<file path="src/rtl/sid_dac_sched.sv">
// rtl/sid_dac_sched.sv - round-robin scheduler for a shared bit-serial SID DAC engine
// Define SID_DAC_SCHED_8580_EN for ideal binary-weighted 8580 DACs instead of the 6581 tables.
module sid_dac_sched #(
    parameter int NREQ = 4
) (
    input  logic                 clk,
    input  logic                 rst,
    input  logic [NREQ-1:0]      req,
    input  logic [12*NREQ-1:0]   vin,
    input  logic [2*NREQ-1:0]    kind,
    output logic [NREQ-1:0]      ack,
    output logic [11:0]          vout,
    output logic [2:0]           vout_id,
    output logic                 busy
);
    typedef enum logic {IDLE, RUN} state_t;

    state_t      state;
    logic [11:0] vin_r;
    logic [1:0]  kind_r;
    logic [2:0]  gid_r;
    logic [2:0]  last_grant;
    logic [15:0] acc;
    logic [3:0]  idx;

    function automatic logic [3:0] bits_of(input logic [1:0] k);
        case (k)
            2'd1:    return 4'd8;
            2'd2:    return 4'd11;
            default: return 4'd12;
        endcase
    endfunction

    function automatic logic [11:0] code_mask(input logic [1:0] k);
        case (k)
            2'd1:    return 12'h0ff;
            2'd2:    return 12'h7ff;
            default: return 12'hfff;
        endcase
    endfunction

`ifndef SID_DAC_SCHED_8580_EN
    // Measured 6581 ladder weights, 4 fractional bits, bit 0 first.
    function automatic logic [15:0] weight6581(input logic [1:0] k, input logic [3:0] i);
        logic [15:0] w;
        w = 16'd0;
        case (k)
            2'd1: case (i)
                4'd0: w = 16'h001d;  4'd1: w = 16'h002a;  4'd2: w = 16'h004b;  4'd3: w = 16'h008d;
                4'd4: w = 16'h0110;  4'd5: w = 16'h020e;  4'd6: w = 16'h03fb;  4'd7: w = 16'h07b8;
                default: w = 16'd0;
            endcase
            2'd2: case (i)
                4'd0: w = 16'h0020;  4'd1: w = 16'h002f;  4'd2: w = 16'h0052;  4'd3: w = 16'h009c;
                4'd4: w = 16'h012b;  4'd5: w = 16'h0243;  4'd6: w = 16'h0463;  4'd7: w = 16'h0880;
                4'd8: w = 16'h107b;  4'd9: w = 16'h1ff4;  4'd10: w = 16'h3df3;
                default: w = 16'd0;
            endcase
            default: case (i)
                4'd0: w = 16'h0021;  4'd1: w = 16'h0030;  4'd2: w = 16'h0055;  4'd3: w = 16'h00a0;
                4'd4: w = 16'h0135;  4'd5: w = 16'h0256;  4'd6: w = 16'h0486;  4'd7: w = 16'h08c6;
                4'd8: w = 16'h1102;  4'd9: w = 16'h20f8;  4'd10: w = 16'h3fec; 4'd11: w = 16'h7bed;
                default: w = 16'd0;
            endcase
        endcase
        return w;
    endfunction
`endif

    logic [7:0]  pend;
    logic [3:0]  cand;
    logic        found;
    logic [2:0]  pick;
    logic [11:0] sel_vin;
    logic [1:0]  sel_kind;

    // Round-robin search from last_grant+1; the requester being acked is masked out.
    always_comb begin
        pend     = 8'(req & ~ack);
        cand     = 4'd0;
        found    = 1'b0;
        pick     = 3'd0;
        sel_vin  = 12'd0;
        sel_kind = 2'd0;
        for (int i = 0; i < NREQ; i++) begin
            cand = {1'b0, last_grant} + 4'd1 + 4'(i);
            if (cand >= 4'(NREQ))
                cand = cand - 4'(NREQ);
            if (!found && pend[cand[2:0]]) begin
                found = 1'b1;
                pick  = cand[2:0];
            end
        end
        for (int n = 0; n < NREQ; n++) begin
            if (3'(n) == pick) begin
                sel_vin  = vin[12*n +: 12];
                sel_kind = kind[2*n +: 2];
            end
        end
    end

    logic [15:0] wsel;
    logic [15:0] acc_nx;
    logic        last_bit;

`ifdef SID_DAC_SCHED_8580_EN
    assign wsel = 16'd1 << (idx + 4'd4);
`else
    assign wsel = weight6581(kind_r, idx);
`endif

    assign acc_nx   = acc + (vin_r[idx] ? wsel : 16'd0);
    assign last_bit = (idx == bits_of(kind_r) - 4'd1);
    assign busy     = (state == RUN);

    always_ff @(posedge clk or posedge rst) begin
        if (rst) begin
            state      <= IDLE;
            ack        <= '0;
            vout       <= 12'd0;
            vout_id    <= 3'd0;
            acc        <= 16'd0;
            idx        <= 4'd0;
            vin_r      <= 12'd0;
            kind_r     <= 2'd0;
            gid_r      <= 3'd0;
            last_grant <= 3'(NREQ - 1);
        end else begin
            ack <= '0;
            case (state)
                IDLE: begin
                    if (found) begin
                        vin_r      <= sel_vin;
                        kind_r     <= (sel_kind == 2'd3) ? 2'd0 : sel_kind;
                        gid_r      <= pick;
                        last_grant <= pick;
                        acc        <= 16'd8;
                        idx        <= 4'd0;
                        state      <= RUN;
                    end
                end
                RUN: begin
                    acc <= acc_nx;
                    idx <= idx + 4'd1;
                    if (last_bit) begin
                        state   <= IDLE;
                        vout    <= acc_nx[15:4] & code_mask(kind_r);
                        vout_id <= gid_r;
                        ack     <= {{(NREQ-1){1'b0}}, 1'b1} << gid_r;
                    end
                end
            endcase
        end
    end
endmodule
</file>
<file path="config.mk">
export PLATFORM = sky130hd
export DESIGN_NAME = sid_dac_sched
export DESIGN_NICKNAME = d
export VERILOG_FILES = /design/src/rtl/sid_dac_sched.sv
export SDC_FILE = /design/constraint.sdc
export NUM_CORES = 1
export LEC_CHECK = 0
export BUFFER_PORTS_ARGS = -buffer_cell sky130_fd_sc_hd__buf_2
export CAP_MARGIN = 20
export CELL_PAD_IN_SITES_DETAIL_PLACEMENT = 0
export CELL_PAD_IN_SITES_GLOBAL_PLACEMENT = 1
export CORE_UTILIZATION = 37
export CTS_CLUSTER_SIZE = 16
export DETAILED_ROUTE_END_ITERATION = 8
export PLACE_DENSITY_LB_ADDON = 0.1
export SETUP_SLACK_MARGIN = 0.05
export SKIP_CTS_REPAIR_TIMING = 1
export SYNTH_ARGS = -nofsm -noshare
export SYNTH_HDL_FRONTEND = slang
export SYNTH_SLANG_ARGS = --single-unit
</file>
<file path="constraint.sdc">
create_clock -name clk -period 5.8 [get_ports clk]
set_clock_uncertainty 0.05 [all_clocks]
set_input_delay 0 -clock clk [delete_from_list [all_inputs] [get_ports clk]]
set_output_delay 0 -clock clk [all_outputs]
set_load 0.01 [all_outputs]
</file>
# [Yosys cells after proc, flatten, opt, wreduce, memory -nomap -nowiden]
# Memory sizes are Yosys's and may differ from the RTL's.
# Index checks and enable logic that the tools add are counted.
[totals] memories=3 ff_bits=60 rom_bits=552 out_inout_bits=20
[mem_list] memory="(no name shown)" words=16 width=15 read_ports=1 rd_clocked_by_memory_dff=0 write_ports=0 line_no="59" rtl="default: case (i)"
[mem_list] memory="(no name shown)" words=16 width=14 read_ports=1 rd_clocked_by_memory_dff=0 write_ports=0 line_no="53" rtl="2'd2: case (i)"
[mem_list] memory="(no name shown)" words=8 width=11 read_ports=1 rd_clocked_by_memory_dff=0 write_ports=0 line_no="48" rtl="2'd1: case (i)"
[classes] reduce_logical=9 n_mux=47 addsub=11 magnitude_cmp=9 bitwise_logic=4 eq_ne=8 shift=1
[ops] cell="$mux 12" count=6
[ops] cell="$pmux 16 s2" count=2
[ops] cell="$mux 16" count=3
[ops] cell="$mux 3" count=8
[ops] cell="$pmux 12 s2" count=1
[ops] cell="$add 16x16->16" count=1
[ops] cell="$ge 4x3->1 const B" count=4
[ops] cell="$lt 3x4->1 const B" count=4
[ops] cell="$and 12x12->12" count=1
[ops] cell="$bmux 1 s3" count=4
[ops] cell="$mux 4" count=3
[ops] cell="$sub 3x3->3 const B" count=4
[ops] cell="$mux 1" count=11
[ops] cell="$mux 2" count=5
[ops] cell="$add 4x1->4 const B" count=2
[ops] cell="$add 4x2->4 const B" count=2
[ops] cell="$and 4x8->8" count=1
[ops] cell="$not 4->8" count=1
[ops] cell="$pmux 4 s2" count=1
[ops] cell="$eq 2x3->1 const A" count=2
[ops] cell="$pmux 3 s2" count=1
[ops] cell="$lt 4x5->1 const B" count=1
[ops] cell="$add 3x1->4 const B" count=1
[ops] cell="$bmux 1 s4" count=1
[ops] cell="other kinds (13)" count=19

# [Logic depth before layout (Yosys ltp)]
# Gate-level depths: netlist of the first run.
[logic_depth] depth_word=22 ltp_mapped=20

# [Worst setup path after synthesis of the first run]
# Ideal clock, no wire load.
[synth_path] kind="flip-flop to flip-flop" from="register idx[0]" to="register vout[8]" arrival_time_ns=3.877 stages_incl_launch_ff=20 slack_ns=1.752 t_required_ns=5.629 path_cell_list="dfrtp_1 clkbuf_1 clkbuf_1 inv_1 ha_1 inv_1 nor2_1 a21oi_1 o22ai_1 a221oi_1 nor3_1 fa_1 a21o_1 a21oi_1 nor2b_1 o22a_1 a211oi_1 nor2b_1 xnor2_1 a22o_1"
[synth_via] elab_chain_cells=6 elab_cells_between_ends=12
[synth_lines] item="from (decl)" line_no="24" rtl="logic [3:0] idx;"
[synth_lines] item="from (signal assigned)" line_no="144" rtl="idx <= idx + 4'd1;"
[synth_lines] item="$mem_v2 8x11"
[synth_lines] item="$mux 16" line_no="48"
[synth_lines] item="$pmux 16 s2" line_no="47" rtl="case (k)"
[synth_lines] item="$mux 16" line_no="112" rtl="assign acc_nx = acc + (vin_r[idx] ? wsel : 16'd0);"
[synth_lines] item="$add 16x16->16" line_no="112"
[synth_lines] item="$and 12x12->12" line_no="147" rtl="vout <= acc_nx[15:4] & code_mask(kind_r);"
[synth_lines] item="to (signal assigned)" line_no="147"
[synth_lines] item="to (decl)" line_no="12" rtl="output logic [11:0] vout,"
# Several ways; a longest one is shown, not always the timed one. The select of a mux whose other input is x is not followed.
# A chain may end at the register's enable or synchronous reset.

# [Final worst setup path of the first run]
[layout_path] from="register idx[0]" to="register vout[10]"
# The elaborated chain is that of the path after synthesis.

==> results.yml, run 1 <==
outcome:
  status: "finished with violations"
  failed_checks: "negative hold slack"
final_layout:
  diodes: 0
  fillers: 1252
  drive_gt1_share_pct: 21.3
  nNetsFinal: 700
  syn_to_final_growth_pct: 16.0
yosys:
  yosys.area.top_type: "dfrtp_1"
  syn_area_um2: 4720
  synth_nets: 635
  synth_cell_types: 73
  yosysTopAreaCellShare_pct: 30.2
  synth_seq_cells: 59
  synth_edf_count: 0
  synth_common_cells: "nand2_1, dfrtp_1, o21ai_0"
  synth_area_leaders: "dfrtp_1, ha_1, nand2_1"
  yosysSeqAreaShare_pct: 31.3
  synthArstFlopShare_pct: 100
  syn_inst: 541
  synth_ff_type: "dfrtp_1"
  yosysWarnings: 0
  syn_area_per_cell_um2: 8.73
  synth.most_common_cell: "nand2_1"
timing:
  tightest_slew_ns: 1.03
  setup_tns_ns: 0
  hold_slack_ns: -0.00764
  setup_viol_count_final: 0
  max_freq_ghz: 0.218
  relSlewSlack_pct: 31.0
  period_needed_ns: 4.59
  period_share_pct: 79.2
  hold_viol: 1
  rsz0062_at_grt: "false"
  drv_slew: 0
job:
  cap_violations: 0
detailed_routing:
  drc: 0
  drt_iter0_drc: 274
  totalWireLength_um: 12300
  vias: 4232
  avgRoutedWirePerCell_um: 15.8
  ant_nets: 0
  drtPass1Iterations: 5
  vias_per_cell: 5.43
clock_network:
  worstSkewPairLatency_ns: 0.33
  clkSinkCount: 59
  cts_tree: "done"
  root_buffer: "clkbuf_16"
  clk_pin_slew_ns: 0.05
  htree_levels: 3
  clockBufferDepth: 2
  cts_buffers: 9
hold_path:
  hold_start: "vin[35]"
  hp-class: "in2reg"
setup_path:
  critical_path_class: "reg2reg"
  end_kind: "flip-flop"
  r2r-start: "idx[0]"
  crit_chain: "mux4_2, nand2_1, a21oi_1, a31oi_1, a211oi_1, ha_1, fa_1, a21o_1, a21oi_1, nor2b_1, o22a_1, a211oi_1, a211o_1, xnor2_1, o31ai_1"
  critPathMaxFanout: 19
  crit_arrival_ns: 4.75
  required_ns: 5.96
  critPathMaxStageDelay_ns: 0.76
  startpoint: "idx[0]"
  slowest_stage: "dfrtp_1"
  crit_path_start_kind: "flip-flop"
floorplanning:
  die_y_um: 115
  dieArea_um2: 13200
  start_util_pct: 38.7
  rows: 40
  io_pins: 82
  fp.dieW_um: 115
  core_area_um2: 12200
pwr:
  p_leak_nw: 2.65
  p_per_area_nw_per_um2: 689
  ir_worst_vdd_uv: 253
  p_total_mw: 3.77
grt:
  grt_overflow_total: 0
  grt_pass1_wl_um: 20400
  grt_util_all_layers_pct: 19.5
  antenna_found_initial: 0
  grt_pass1_vias: 4180
  grt_max_degree: 60
placed_design:
  gp_congestion: 0.874
  hpwl_um: 8910
  portBuffers: 81
worst paths after layout:
path / end / slack (ns) / depth (start not counted)
setup / recovery: vout[10] / 1.21 / 15
hold / removal: vin_r[11] / -0.008 / 4
setup reg to reg: vout[10] / 1.21 / 15
hold reg to reg: vout[6] / 0.41 / 2
max in group asynchronous: acc[0] / 4.81 / 4
min in group asynchronous: ack[1] / 0.39 / 4
placed cells by master (no fill, tap or decap), drive strengths merged, types with 9 or more instances in the layout:
| cell type | n |
|---|---|
| o22ai | 16 |
| xnor2 | 10 |
| a21o | 17 |
| dfrtp | 57 |
| nor3 | 14 |
| nand2 | 86 |
| buf | 87 |
| a21oi | 30 |
| inv | 19 |
| clkbuf | 9 |
| o21ai | 38 |
| nor2 | 29 |
| mux2i | 24 |
| a31oi | 9 |
| ha | 31 |
critical path: cells and delay by family, from the launching register on:
kind / cells / cell delay (ns)
adder cells (fa/ha/maj): 2 / 0.72
XOR/XNOR: 1 / 0.09
multiplexers: 1 / 0.58
AND/OR/NAND/NOR: 2 / 0.18
AO/OA/AOI/OAI: 9 / 2.10
flip-flops: 1 / 0.76
per-layer routing:
layer	track usage (%)	wire length [um]	vias up
li1	-	-	2095
met1	26.9	6080	2033
met2	32.0	5660	93
met3	3.43	446	11
met4	4.50	102	0
met5	0	0	-
logic make-up after synthesis:
group           synth area share, %
simple gates                   19.5
compound gates                 22.0
flops                          31.3
buf+inv                        5.94
mux                            9.22
fa+ha+maj                      8.64
xor+xnor                       3.34
final cells by class:
class                   instances  area, um^2  share of cell area, %
clock inverters                 7        43.8                  0.799
well taps                     168         210                   3.84
repair buffers                 89         470                   8.59
clock buffers                   9         225                   4.11
inverters                      18        72.6                   1.32
flip-flops and latches         59        1480                   27.0
multi-input cells             429        2980                   54.4
sequential cells by signal (all words and copies together), names as in the netlist:
name,cells
kind_r,2
ack,4
last_grant,2
idx,4
busy,1
vin_r,12
vout_id,3
gid_r,3
acc,16
vout,12
report_power, final:
group,switching [mW],total (mW),internal [mW]
logic,1.44,2.50,1.06
clock network,0.197,0.483,0.287
registers,0.179,0.792,0.613
total,1.81,3.77,1.96
stage by stage:
stage	util, %	cell area, um^2	std cells	hold slack [ns]	setup slack (ns)
after global placement	42.5	5190	761	0.212	1.33
after detailed placement	42.5	5190	761	0.220	1.26
after CTS	44.7	5460	777	-0.134	1.23
after global routing	44.9	5480	779	0.0196	0.847
final	44.9	5480	779	-0.00764	1.21
after floorplan	-	4720	541	0.171	1.75
(Power assumes the default switching activity.)
==> run 2, diff against run 1 <==
--- a/config.mk
+++ b/config.mk
@@ -5,6 +5,7 @@
 export SDC_FILE = /design/constraint.sdc
 export NUM_CORES = 1
 export LEC_CHECK = 0
+export ABC_AREA = 1
 export BUFFER_PORTS_ARGS = -buffer_cell sky130_fd_sc_hd__buf_2
 export CAP_MARGIN = 20
 export CELL_PAD_IN_SITES_DETAIL_PLACEMENT = 0
==> constraint.sdc (replaced) <==
create_clock -name clk -period 3.7 [get_ports clk]
set_clock_uncertainty 0.05 [all_clocks]
set_input_delay 0 -clock clk [delete_from_list [all_inputs] [get_ports clk]]
set_output_delay 0 -clock clk [all_outputs]
set_load 0.01 [all_outputs]
==> results.yml, run 2 <==
outcome:
  status: "finished with violations"
  failed_checks: "negative hold slack"
timing:
  rsz0062_at_grt: "true"
  setup_tns_ns: 0
  relSlewSlack_pct: 55.5
  hold_slack_ns: -0.0440
  hold_viol: 12
  period_share_pct: 92.5
  tightest_slew_ns: 0.667
  max_freq_ghz: 0.292
  period_needed_ns: 3.42
  drv_slew: 0
  setup_viol_count_final: 0
final_layout:
  diodes: 0
  drive_gt1_share_pct: 21.2
  regMostFlops: "acc"
  final_common_cell: "nand2_1"
  fin_cells: 933
  reg_top3: "acc (16), vin_r (12), vout (12)"
  nNetsFinal: 854
  postLayoutCoreUtil_pct: 47.6
  final_cell_mix: "nand2_1, buf_2, nand3_1"
  fillers: 1252
  largest_reg_flops: 16
  syn_to_final_growth_pct: 23.5
placed_design:
  hpwl_um: 10400
  portBuffers: 81
  post-place-cells: 900
  gp_congestion: 0.880
floorplanning:
  rows: 40
  start_util_pct: 38.5
  die_y_um: 115
  dieArea_um2: 13100
  fp.dieW_um: 115
  io_pins: 82
  core_area_um2: 12200
yosys:
  yosysSeqAreaShare_pct: 31.6
  synth.most_common_cell: "nand2_1"
  yosysTopAreaCellShare_pct: 30.5
  synth_cell_types: 46
  syn_inst: 654
  synth_seq_cells: 59
  synth_edf_count: 0
  synthArstFlopShare_pct: 100
  syn_area_per_cell_um2: 7.16
  synth_area_leaders: "dfrtp_1, nand2_1, ha_1"
  yosys.area.top_type: "dfrtp_1"
  synth_nets: 748
  synth_ff_type: "dfrtp_1"
  yosysWarnings: 0
  synth_common_cells: "nand2_1, nand3_1, dfrtp_1"
  syn_area_um2: 4680
clock_network:
  root_buffer: "clkbuf_16"
  clockBufferDepth: 2
  worstSkewPairLatency_ns: 0.33
  clk_pin_slew_ns: 0.05
  clkSinkCount: 59
  cts_buffers: 9
  htree_levels: 3
  cts_tree: "done"
setup_path:
  required_ns: 3.87
  critPathMaxFanout: 10
  r2r_setup_slack_ns: 0.28
  crit_arrival_ns: 3.59
  critical_path_class: "reg2reg"
  end_kind: "flip-flop"
  crit_path_start_kind: "flip-flop"
grt:
  antenna_found_initial: 0
  grt_pass1_wl_um: 22100
  grt_max_degree: 36
  grt_util_all_layers_pct: 21.4
  grt_overflow_total: 0
  grt_pass1_vias: 4618
hold_path:
  hp-class: "in2reg"
job:
  cap_violations: 0
detailed_routing:
  totalWireLength_um: 13400
  drt_iter0_drc: 215
  drc: 0
  drtPass1Iterations: 4
  vias: 4703
  ant_nets: 0
  avgRoutedWirePerCell_um: 14.4
  vias_per_cell: 5.04
[run 2: logic make-up after synthesis]
group,share of synthesized area (%)
AO/OA/AOI/OAI,15.0
XOR/XNOR,1.50
adder cells (fa/ha/maj),8.71
buffers and inverters,8.47
flip-flops,31.6
multiplexers,0.214
AND/OR/NAND/NOR,34.5
[run 2: worst paths after layout]
check / from / endpoint / cells after the start
worst max-delay path: idx[0] / acc[10] / 21
worst min-delay path: vin[30] / vin_r[6] / 5
worst max register to register: idx[0] / acc[10] / 21
worst min register to register: gid_r[0] / ack[2] / 1
max in group asynchronous: rst / last_grant[1] / 4
min in group asynchronous: rst / acc[8] / 3
[run 2: area by class of cell]
| class | count | area [um^2] | share of cell area (%) |
|---|---|---|---|
| clock inverters | 3 | 21.3 | 0.368 |
| multi-input cells | 510 | 2830 | 48.9 |
| clock buffers | 13 | 270 | 4.67 |
| inverters | 57 | 214 | 3.70 |
| flip-flops and latches | 59 | 1480 | 25.6 |
| well taps | 168 | 210 | 3.63 |
| repair buffers | 123 | 763 | 13.2 |
[run 2: stage by stage]
step,setup WS [ns],instance area (um^2)
6_report,0.279,5790
2_1_floorplan,0.109,4680
5_1_grt,0.0321,5790
3_3_place_gp,0.114,5300
4_1_cts,0.0989,5600
3_5_place_dp,0.135,5300
[run 2: critical path: stages, from the launching register on]
cell	delay (ns)
dfrtp_1	0.40
buf_4	0.18
nor2_1	0.10
nor2_1	0.04
o21ai_0	0.07
a31oi_1	0.10
o21ai_0	0.14
and2_4	0.21
inv_1	0.07
o21ai_0	0.07
a31oi_1	0.06
ha_1	0.24
fa_1	0.41
nand3_1	0.10
nand3_1	0.09
nand2_1	0.08
o211ai_1	0.12
inv_1	0.08
o21a_1	0.14
inv_1	0.05
or2_2	0.28
a32o_1	0.22
[run 2: per-layer routing]
layer  GRT usage (%)  wire length (um)
met5               0                 0
met1            26.8              6230
met2            38.1              6530
met4            6.75               176
met3            2.65               468
Power of run 2 is not shown: default switching activity piles up to over one toggle a cycle in this logic, so the estimate is an artifact.
==> run 3, diff against run 2 <==
--- a/config.mk
+++ b/config.mk
@@ -13,7 +13,8 @@
 export CORE_UTILIZATION = 37
 export CTS_CLUSTER_SIZE = 16
 export DETAILED_ROUTE_END_ITERATION = 8
-export PLACE_DENSITY_LB_ADDON = 0.1
+export PLACE_DENSITY = 0.7
+export RECOVER_POWER = 50
 export SETUP_SLACK_MARGIN = 0.05
 export SKIP_CTS_REPAIR_TIMING = 1
 export SYNTH_ARGS = -nofsm -noshare
==> constraint.sdc (replaced) <==
create_clock -name clk -period 3.5 [get_ports clk]
set_clock_uncertainty 0.05 [all_clocks]
set_input_delay 0 -clock clk [delete_from_list [all_inputs] [get_ports clk]]
set_output_delay 0 -clock clk [all_outputs]
set_load 0.01 [all_outputs]
==> results.yml, run 3 (synthesis results as in run 2) <==
hold_path:
  hp-class: "in2reg"
detailed_routing:
  drtPass1Iterations: 4
  vias_per_cell: 5.09
  ant_nets: 0
  drt_iter0_drc: 270
  totalWireLength_um: 14000
  drc: 0
  vias: 4857
  avgRoutedWirePerCell_um: 14.7
placed_design:
  hpwl_um: 10600
  placed_area_um2: 5390
  portBuffers: 81
  gp_congestion: 0.931
floorplanning:
  dieArea_um2: 13100
  io_pins: 82
  core_area_um2: 12200
  fp.dieW_um: 115
  start_util_pct: 38.5
  die_y_um: 115
  rows: 40
final_layout:
  nNetsFinal: 876
  regMostFlops: "acc"
  diodes: 0
  final_area_um2: 6150
  final_cell_mix: "nand2_1, buf_2, nand3_1"
  reg_top3: "acc (16), vin_r (12), vout (12)"
  syn_to_final_growth_pct: 31.4
  drive_gt1_share_pct: 23.6
  final_common_cell: "nand2_1"
  largest_reg_flops: 16
  fillers: 1207
timing:
  hold_slack_ns: -0.0546
  drv_slew: 0
  max_freq_ghz: 0.304
  hold_viol: 14
  tightest_slew_ns: 1.37
  period_share_pct: 93.9
  relSlewSlack_pct: 8.37
  period_needed_ns: 3.29
  setup_viol_count_final: 0
  rsz0062_at_grt: "true"
grt:
  grt_pass1_wl_um: 22900
  grt_max_degree: 38
  antenna_found_initial: 0
  grt_util_all_layers_pct: 22.0
  grt_overflow_total: 0
  grt_pass1_vias: 4628
outcome:
  failed_checks: "negative hold slack"
  status: "finished with violations"
clock_network:
  worstSkewPairLatency_ns: 0.33
  clk_pin_slew_ns: 0.05
  clkSinkCount: 59
  htree_levels: 3
  cts_buffers: 9
  clockBufferDepth: 2
  root_buffer: "clkbuf_16"
  cts_tree: "done"
setup_path:
  end_kind: "flip-flop"
  crit_arrival_ns: 3.43
  crit_path_start_kind: "flip-flop"
  critical_path_class: "reg2reg"
  critPathMaxFanout: 9
  required_ns: 3.64
job:
  cap_violations: 0
run 3: final cells by class:
class / instances / area, um^2 / share of cell area, %
clock buffer: 13 / 270 / 4.39
tap: 168 / 210 / 3.42
inverter: 57 / 216 / 3.52
multi-input combinational: 510 / 2950 / 48.0
sequential: 59 / 1490 / 24.1
timing repair buffer: 145 / 948 / 15.4
clock inverter: 3 / 68.8 / 1.12
run 3: worst paths after layout:
path,start,endpoint,slack (ns),cells after the start
min reg2reg,gid_r[0],ack[0],0.41,1
min,vin[15],vin_r[3],-0.05,5
max in group asynchronous,rst,idx[2],1.04,4
max,idx[0],acc[12],0.21,17
min in group asynchronous,rst,vout[3],0.56,3
max reg2reg,idx[0],acc[12],0.21,17
run 3: critical path, stage by stage (launching register included):
cell	delay [ns]
dfrtp_2	0.44
buf_8	0.15
ha_1	0.23
ha_1	0.23
o311ai_2	0.25
o21ai_1	0.10
o21ai_1	0.12
a21oi_1	0.07
ha_1	0.39
nand2_2	0.10
nor3_2	0.13
nand2_1	0.07
o211ai_1	0.12
inv_1	0.07
o21a_1	0.21
o21ai_2	0.12
xor2_1	0.19
o21ai_0	0.11
run 3: through the flow:
step	setup slack [ns]	std cells	util [%]	setup TNS, ns
global route	0.00136	955	50.6	0
finish	0.215	955	50.6	0
CTS	-0.0175	927	47.1	-0.0286
global placement	-0.0958	911	44.3	-0.184
detailed placement	0.00466	911	44.3	0
floorplan	0.0961	654	-	0
run 3: routing by layer:
layer	share of wire [%]	vias to the layer above	global-route usage (%)	wire length, um
li1	-	2473	-	-
met1	46	2240	28.5	6500
met2	49	129	37.7	6850
met3	3.4	15	3.02	480
met4	1.5	0	7.36	210
met5	0	-	0	0
Power of run 3 is left out for the same reason.
